### config.mk
export PLATFORM = sky130hd
export DESIGN_NAME = mb8_arbiter
export DESIGN_NICKNAME = d
export VERILOG_FILES = /design/src/rtl/mb8_arb_pkg.sv /design/src/rtl/mb8_rd_track.sv /design/src/rtl/mb8_arbiter.sv
export SDC_FILE = /design/constraint.sdc
export NUM_CORES = 1
export LEC_CHECK = 0
export ABC_AREA = 1
export CAP_MARGIN = 20
export CELL_PAD_IN_SITES_DETAIL_PLACEMENT = 2
export CELL_PAD_IN_SITES_GLOBAL_PLACEMENT = 2
export CORE_UTILIZATION = 29
export DETAILED_ROUTE_END_ITERATION = 16
export DONT_BUFFER_PORTS = 1
export PLACE_DENSITY = 0.88
export SKIP_LAST_GASP = 1
export SLEW_MARGIN = 20
export SYNTH_ARGS = -nofsm -noshare
export SYNTH_HDL_FRONTEND = slang
export SYNTH_SLANG_ARGS = --single-unit
### constraint.sdc
create_clock -name clk -period 2.8 [get_ports clk]
set_clock_uncertainty 0.15 [all_clocks]
set_input_delay 0.42 -clock clk [delete_from_list [all_inputs] [get_ports clk]]
set_output_delay 0.42 -clock clk [all_outputs]
set_load 0.01 [all_outputs]
### src/rtl/mb8_arb_pkg.sv
// Shared types for the two-port mb8 memory arbiter.
// Port ids, owner states and the muxed memory request bundle.
package mb8_arb_pkg;

    localparam int MB8_DSZ = 8;
    localparam int MB8_ASZ = 17;

    localparam logic PORT0 = 1'b0;
    localparam logic PORT1 = 1'b1;

    typedef enum logic [1:0] {
        IDLE = 2'd0,
        OWN0 = 2'd1,
        OWN1 = 2'd2
    } arb_st_t;

    typedef struct packed {
        logic               we;
        logic [MB8_ASZ-1:0] ai;
        logic [MB8_DSZ-1:0] vi;
    } mem_req_t;

    function automatic logic other_port(input logic p);
        return ~p;
    endfunction

endpackage

### src/rtl/mb8_rd_track.sv
// One-deep read tracker: remembers which port issued the last read
// and steers the memory read data back to it one cycle later.
module mb8_rd_track
    import mb8_arb_pkg::*;
#(
    parameter int DSZ = MB8_DSZ
) (
    input  logic           clk,
    input  logic           rst,
    input  logic           issue,
    input  logic           issue_port,
    input  logic [DSZ-1:0] mem_vo,
    output logic           rv0,
    output logic           rv1,
    output logic [DSZ-1:0] vo0,
    output logic [DSZ-1:0] vo1
);

    logic valid;
    logic port;

    always_ff @(posedge clk) begin
        if (!rst) begin
            valid <= 1'b0;
            port  <= PORT0;
        end else begin
            valid <= issue;
            port  <= issue_port;
        end
    end

    // A read in flight when reset arrives never reports valid
    assign rv0 = rst && valid && (port == PORT0);
    assign rv1 = rst && valid && (port == PORT1);
    assign vo0 = rv0 ? mem_vo : '0;
    assign vo1 = rv1 ? mem_vo : '0;

endmodule

### src/rtl/mb8_arbiter.sv
// Two-port arbiter for the shared 8-bit spram port, with burst lock
// and starvation guard; define MB8_ARB_RR_EN for round-robin ties.
module mb8_arbiter
    import mb8_arb_pkg::*;
#(
    parameter int DSZ     = MB8_DSZ,
    parameter int ASZ     = MB8_ASZ,
    parameter int MAXWAIT = 16
) (
    input  logic           clk,
    input  logic           rst,
    input  logic           m0_req,
    input  logic           m0_we,
    input  logic           m0_lock,
    input  logic [ASZ-1:0] m0_ai,
    input  logic [DSZ-1:0] m0_vi,
    output logic           m0_ack,
    output logic           m0_rv,
    output logic [DSZ-1:0] m0_vo,
    input  logic           m1_req,
    input  logic           m1_we,
    input  logic           m1_lock,
    input  logic [ASZ-1:0] m1_ai,
    input  logic [DSZ-1:0] m1_vi,
    output logic           m1_ack,
    output logic           m1_rv,
    output logic [DSZ-1:0] m1_vo,
    output logic           mem_we,
    output logic [ASZ-1:0] mem_ai,
    output logic [DSZ-1:0] mem_vi,
    input  logic [DSZ-1:0] mem_vo,
    output logic [1:0]     owner
);

    localparam logic [7:0] MW = 8'(MAXWAIT);

    arb_st_t    st;
    arb_st_t    st_nxt;
    logic [7:0] cnt;
    logic [7:0] cnt_nxt;
    logic       fav_v;
    logic       fav_v_nxt;
    logic       fav_p;
    logic       fav_p_nxt;
    logic       gnt0;
    logic       gnt1;
    logic       own;
    logic       own_req;
    logic       own_lock;
    logic       blocked;
    logic       brk;
    mem_req_t   req_mux;
`ifdef MB8_ARB_RR_EN
    logic       rr;
    logic       rr_nxt;
`endif

    always_ff @(posedge clk) begin
        if (!rst) begin
            st    <= IDLE;
            cnt   <= '0;
            fav_v <= 1'b0;
            fav_p <= PORT0;
`ifdef MB8_ARB_RR_EN
            rr    <= PORT0;
`endif
        end else begin
            st    <= st_nxt;
            cnt   <= cnt_nxt;
            fav_v <= fav_v_nxt;
            fav_p <= fav_p_nxt;
`ifdef MB8_ARB_RR_EN
            rr    <= rr_nxt;
`endif
        end
    end

    always_comb begin
        st_nxt    = st;
        cnt_nxt   = cnt;
        fav_v_nxt = fav_v;
        fav_p_nxt = fav_p;
        gnt0      = 1'b0;
        gnt1      = 1'b0;
        own       = PORT0;
        own_req   = 1'b0;
        own_lock  = 1'b0;
        blocked   = 1'b0;
        brk       = 1'b0;

        unique case (st)
            IDLE: begin
                // A port starved out of a lock jumps the queue once
                if (fav_v && (fav_p ? m1_req : m0_req)) begin
                    gnt0 = (fav_p == PORT0);
                    gnt1 = (fav_p == PORT1);
                end else if (m0_req && m1_req) begin
`ifdef MB8_ARB_RR_EN
                    gnt0 = (rr == PORT0);
                    gnt1 = (rr == PORT1);
`else
                    gnt0 = 1'b1;
`endif
                end else begin
                    gnt0 = m0_req;
                    gnt1 = m1_req;
                end
                if (gnt0 || gnt1)
                    fav_v_nxt = 1'b0;
                if (gnt0 && m0_lock)
                    st_nxt = OWN0;
                else if (gnt1 && m1_lock)
                    st_nxt = OWN1;
            end
            OWN0, OWN1: begin
                own      = (st == OWN1) ? PORT1 : PORT0;
                own_req  = own ? m1_req : m0_req;
                own_lock = own ? m1_lock : m0_lock;
                blocked  = own ? m0_req : m1_req;
                gnt0     = (own == PORT0) && m0_req;
                gnt1     = (own == PORT1) && m1_req;
                if (blocked && (cnt != 8'hff))
                    cnt_nxt = cnt + 8'd1;
                brk = (cnt_nxt >= MW);
                // Owner going quiet costs exactly this one held cycle
                if (!own_req || !own_lock || brk) begin
                    st_nxt  = IDLE;
                    cnt_nxt = '0;
                    if (brk) begin
                        fav_v_nxt = 1'b1;
                        fav_p_nxt = other_port(own);
                    end
                end
            end
            default: begin
                st_nxt  = IDLE;
                cnt_nxt = '0;
            end
        endcase

        if (!rst) begin
            gnt0 = 1'b0;
            gnt1 = 1'b0;
        end
    end

`ifdef MB8_ARB_RR_EN
    always_comb begin
        rr_nxt = rr;
        if (gnt0)
            rr_nxt = PORT1;
        else if (gnt1)
            rr_nxt = PORT0;
    end
`endif

    always_comb begin
        req_mux = '0;
        if (gnt0)
            req_mux = '{we: m0_we, ai: m0_ai, vi: m0_vi};
        else if (gnt1)
            req_mux = '{we: m1_we, ai: m1_ai, vi: m1_vi};
    end

    assign mem_we = req_mux.we;
    assign mem_ai = req_mux.ai;
    assign mem_vi = req_mux.vi;
    assign m0_ack = gnt0;
    assign m1_ack = gnt1;
    assign owner  = st;

    mb8_rd_track #(
        .DSZ(DSZ)
    ) u_rd_track (
        .clk       (clk),
        .rst       (rst),
        .issue     ((gnt0 && !m0_we) || (gnt1 && !m1_we)),
        .issue_port(gnt1 ? PORT1 : PORT0),
        .mem_vo    (mem_vo),
        .rv0       (m0_rv),
        .rv1       (m1_rv),
        .vo0       (m0_vo),
        .vo1       (m1_vo)
    );

endmodule
==> reports/results.txt <==
status - finished, final reports clean
Iter 0 DRT Violations - 23
Mapped Cells - 243
CTS clock-pin slew for the worst setup and hold paths - 0.06 ns
Main synth FF type - dfxtp_1
Layout Nets - 313
Synth area leaders - nand2_1 (22%), dfxtp_1 (21%), nand3_1 (14%)
Rows - 24
synthesis-to-layout area growth - 6.13%
vias in the first global route - 1,569
Final ANT Viol Nets - 0
register area - 280 sq um
Die W - 70.2 um
FF+latch count, synth - 14
Synth cell types - 27
number of vias per cell - 5.46
CTS tree - built
Tmin final - 2.59 ns
height of the die - 70.2 um
gp weighted congestion - 0.813
DRC - 0
critical path launch point type - register
total of max-cap violations - 0
worst-margin pin slew - 0.554 ns
core area - 4410 sq um
Synth top area share - 22.3%
Worst-Skew Late Latency - 0.25 ns
Yosys top cell by area - nand2_1
Static Leak - 0.717 nW
Wirelength per Cell - 16.2 um
Post-CTS Hold Buffers - 0
slowest CP cell - dfxtp_1
f_max - 385 MHz
clk root buf - clkbuf_8
Final Hold Vio Count - 0
final wirelength - 4760 um
multi-input logic area - 898 sq um
largest net degree at the start of global routing - 28
Max IR drop VDD - 0.000317 V
crit path capture type - output port
CP max FO - 27
Post-synth EDFFs - 0
Syn Std Cell Area - 1350 sq um
CP peak stage delay - 0.43 ns
H-tree depth - 1
GRT Total Usage - 19.3%
Worst Path Arrival - 2.02 ns
Non-Filler Instances - 293
synth cell count leaders - nand2_1 (80), nand3_1 (37), nor2_1 (33)
CP required - 2.23 ns
RSZ-0062 raised after global routing - no
crit-path cells - inv_1 -> ha_1 -> nand3_1 -> o21ai_1 -> nand2_1 -> inv_4 -> nand2_1 -> nand2_1
post-synthesis sequential area ratio - 20.8%
CP delay by family, top - simple AND/OR/NAND/NOR gates
# diodes - 0
worst hold path depth - 1
Clock Path Buffers - 2
setup_tns - 0 ns
routed via count - 1,601
synthesized net count - 313
crit path buf inv count - 2
Max Slew Vio Count - 0
Stages on worst setup path - 8
first-pass GRT wire length - 7520 um
critical path class - register to output port
layout cell share with drive strength beyond 1 - 7.47%
Num CTS Buffers - 3
Clock Sinks - 14
Tcrit/Tclk final - 92.7%
HPWL after DPL - 3940 um
Worst Hold Class - primary input to register
grt total ovfl - 0
post-synthesis average cell area - 5.55 sq um
# placed instances - 290
number of fillers in the final layout - 583
# Post-CTS Setup Buffers - 0
Synth async-reset ratio - 0%
I/O Buffers - 0
initial core utilization - 30.5%
Worst Reg-to-Reg Cells - 12
initial antenna violation count - 0
Power Dens Cells - 704 nW/um^2
Slew headroom - 62.8%
CP most frequent cell - nand2_1
Ports - 114
number of detailed-route iterations in the first pass - 4
die area - 4920 sq um
synth warn - 0
Final setup viols - 0
most frequent cell after synthesis - nand2_1
-- worst paths after layout --
path / start / end / slack, ns
max: owner[0] / mem_ai[1] / 0.21
min: m1_we / u_rd_track.valid / 0.12
max reg2reg: owner[0] / owner[0] / 0.53
min reg2reg: cnt[7] / cnt[7] / 0.33
-- report_power, final --
| part | internal, mW | leakage, nW | switching, mW |
|---|---|---|---|
| combinational | 0.155 | 0.582 | 0.419 |
| clock | 0.0956 | 0.0216 | 0.0817 |
| sequential | 0.224 | 0.114 | 0.0311 |
| total | 0.475 | 0.717 | 0.532 |
-- state kept, by name, indices dropped and copies added (netlist names) --
name	count
fav_v	1
owner	2
cnt	8
u_rd_track.valid	1
fav_p	1
u_rd_track.port	1
-- worst reg2reg max path, delay by kind of cell (launching register included) --
kind	cells	cell delay, ns
compound gates	2	0.23
fa+ha+maj	1	0.27
buf+inv	3	0.29
flops	1	0.43
simple gates	6	0.81
-- cells by family after synthesis --
logic type	count (synthesis)	share of synthesized area, %
adder cells (fa/ha/maj)	4	3.71
AO/OA/AOI/OAI	16	6.87
XOR/XNOR	3	1.95
flip-flops	14	20.8
buffers and inverters	39	12.5
AND/OR/NAND/NOR	167	54.1
-- repair_timing --
action,CTS,global route
gates resized for setup,0,3
endpoints found under the hold margin,0,0
endpoints found under the setup margin,0,26
-- metal layers --
layer  up-vias  routed length, um  track usage (%)
met2        64               2620             37.4
li1        765                  -                -
met4         0                 55             5.33
met3         5                245             1.88
met1       767               1830             22.2
met5         -                  0                0
-- metrics by stage --
| stage | total power [mW] | worst slack (ns) | instance area (sq um) | util [%] | hold WS, ns |
|---|---|---|---|---|---|
| floorplan | 0.718 | 0.576 | 1350 | - | 0.281 |
| global placement | 0.803 | 0.477 | 1380 | 31.3 | 0.300 |
| detailed placement | 0.830 | 0.363 | 1380 | 31.3 | 0.328 |
| CTS | 1.01 | 0.0634 | 1420 | 32.3 | 0.124 |
| global route | 1.08 | 0.0303 | 1430 | 32.4 | 0.126 |
| finish | 1.01 | 0.205 | 1430 | 32.4 | 0.123 |
-- layout by cell type (no fill, tap or decap), drive strengths merged, types with 2 or more instances in the layout --
cell	n
a21oi	10
buf	3
clkbuf	3
dfxtp	14
ha	4
inv	31
nand2	84
nand3	38
nand4	3
nor2	34
nor3	5
o21ai	2
o22ai	2
xor2	2
-- final cells by class --
type / instances / area share [%]
inverters: 31 / 8.31
well taps: 52 / 4.55
multi-input cells: 190 / 62.8
clock buffers: 3 / 2.89
repair buffers: 3 / 1.84
flip-flops and latches: 14 / 19.6
No activity file was read; power rests on OpenSTA's default activity.
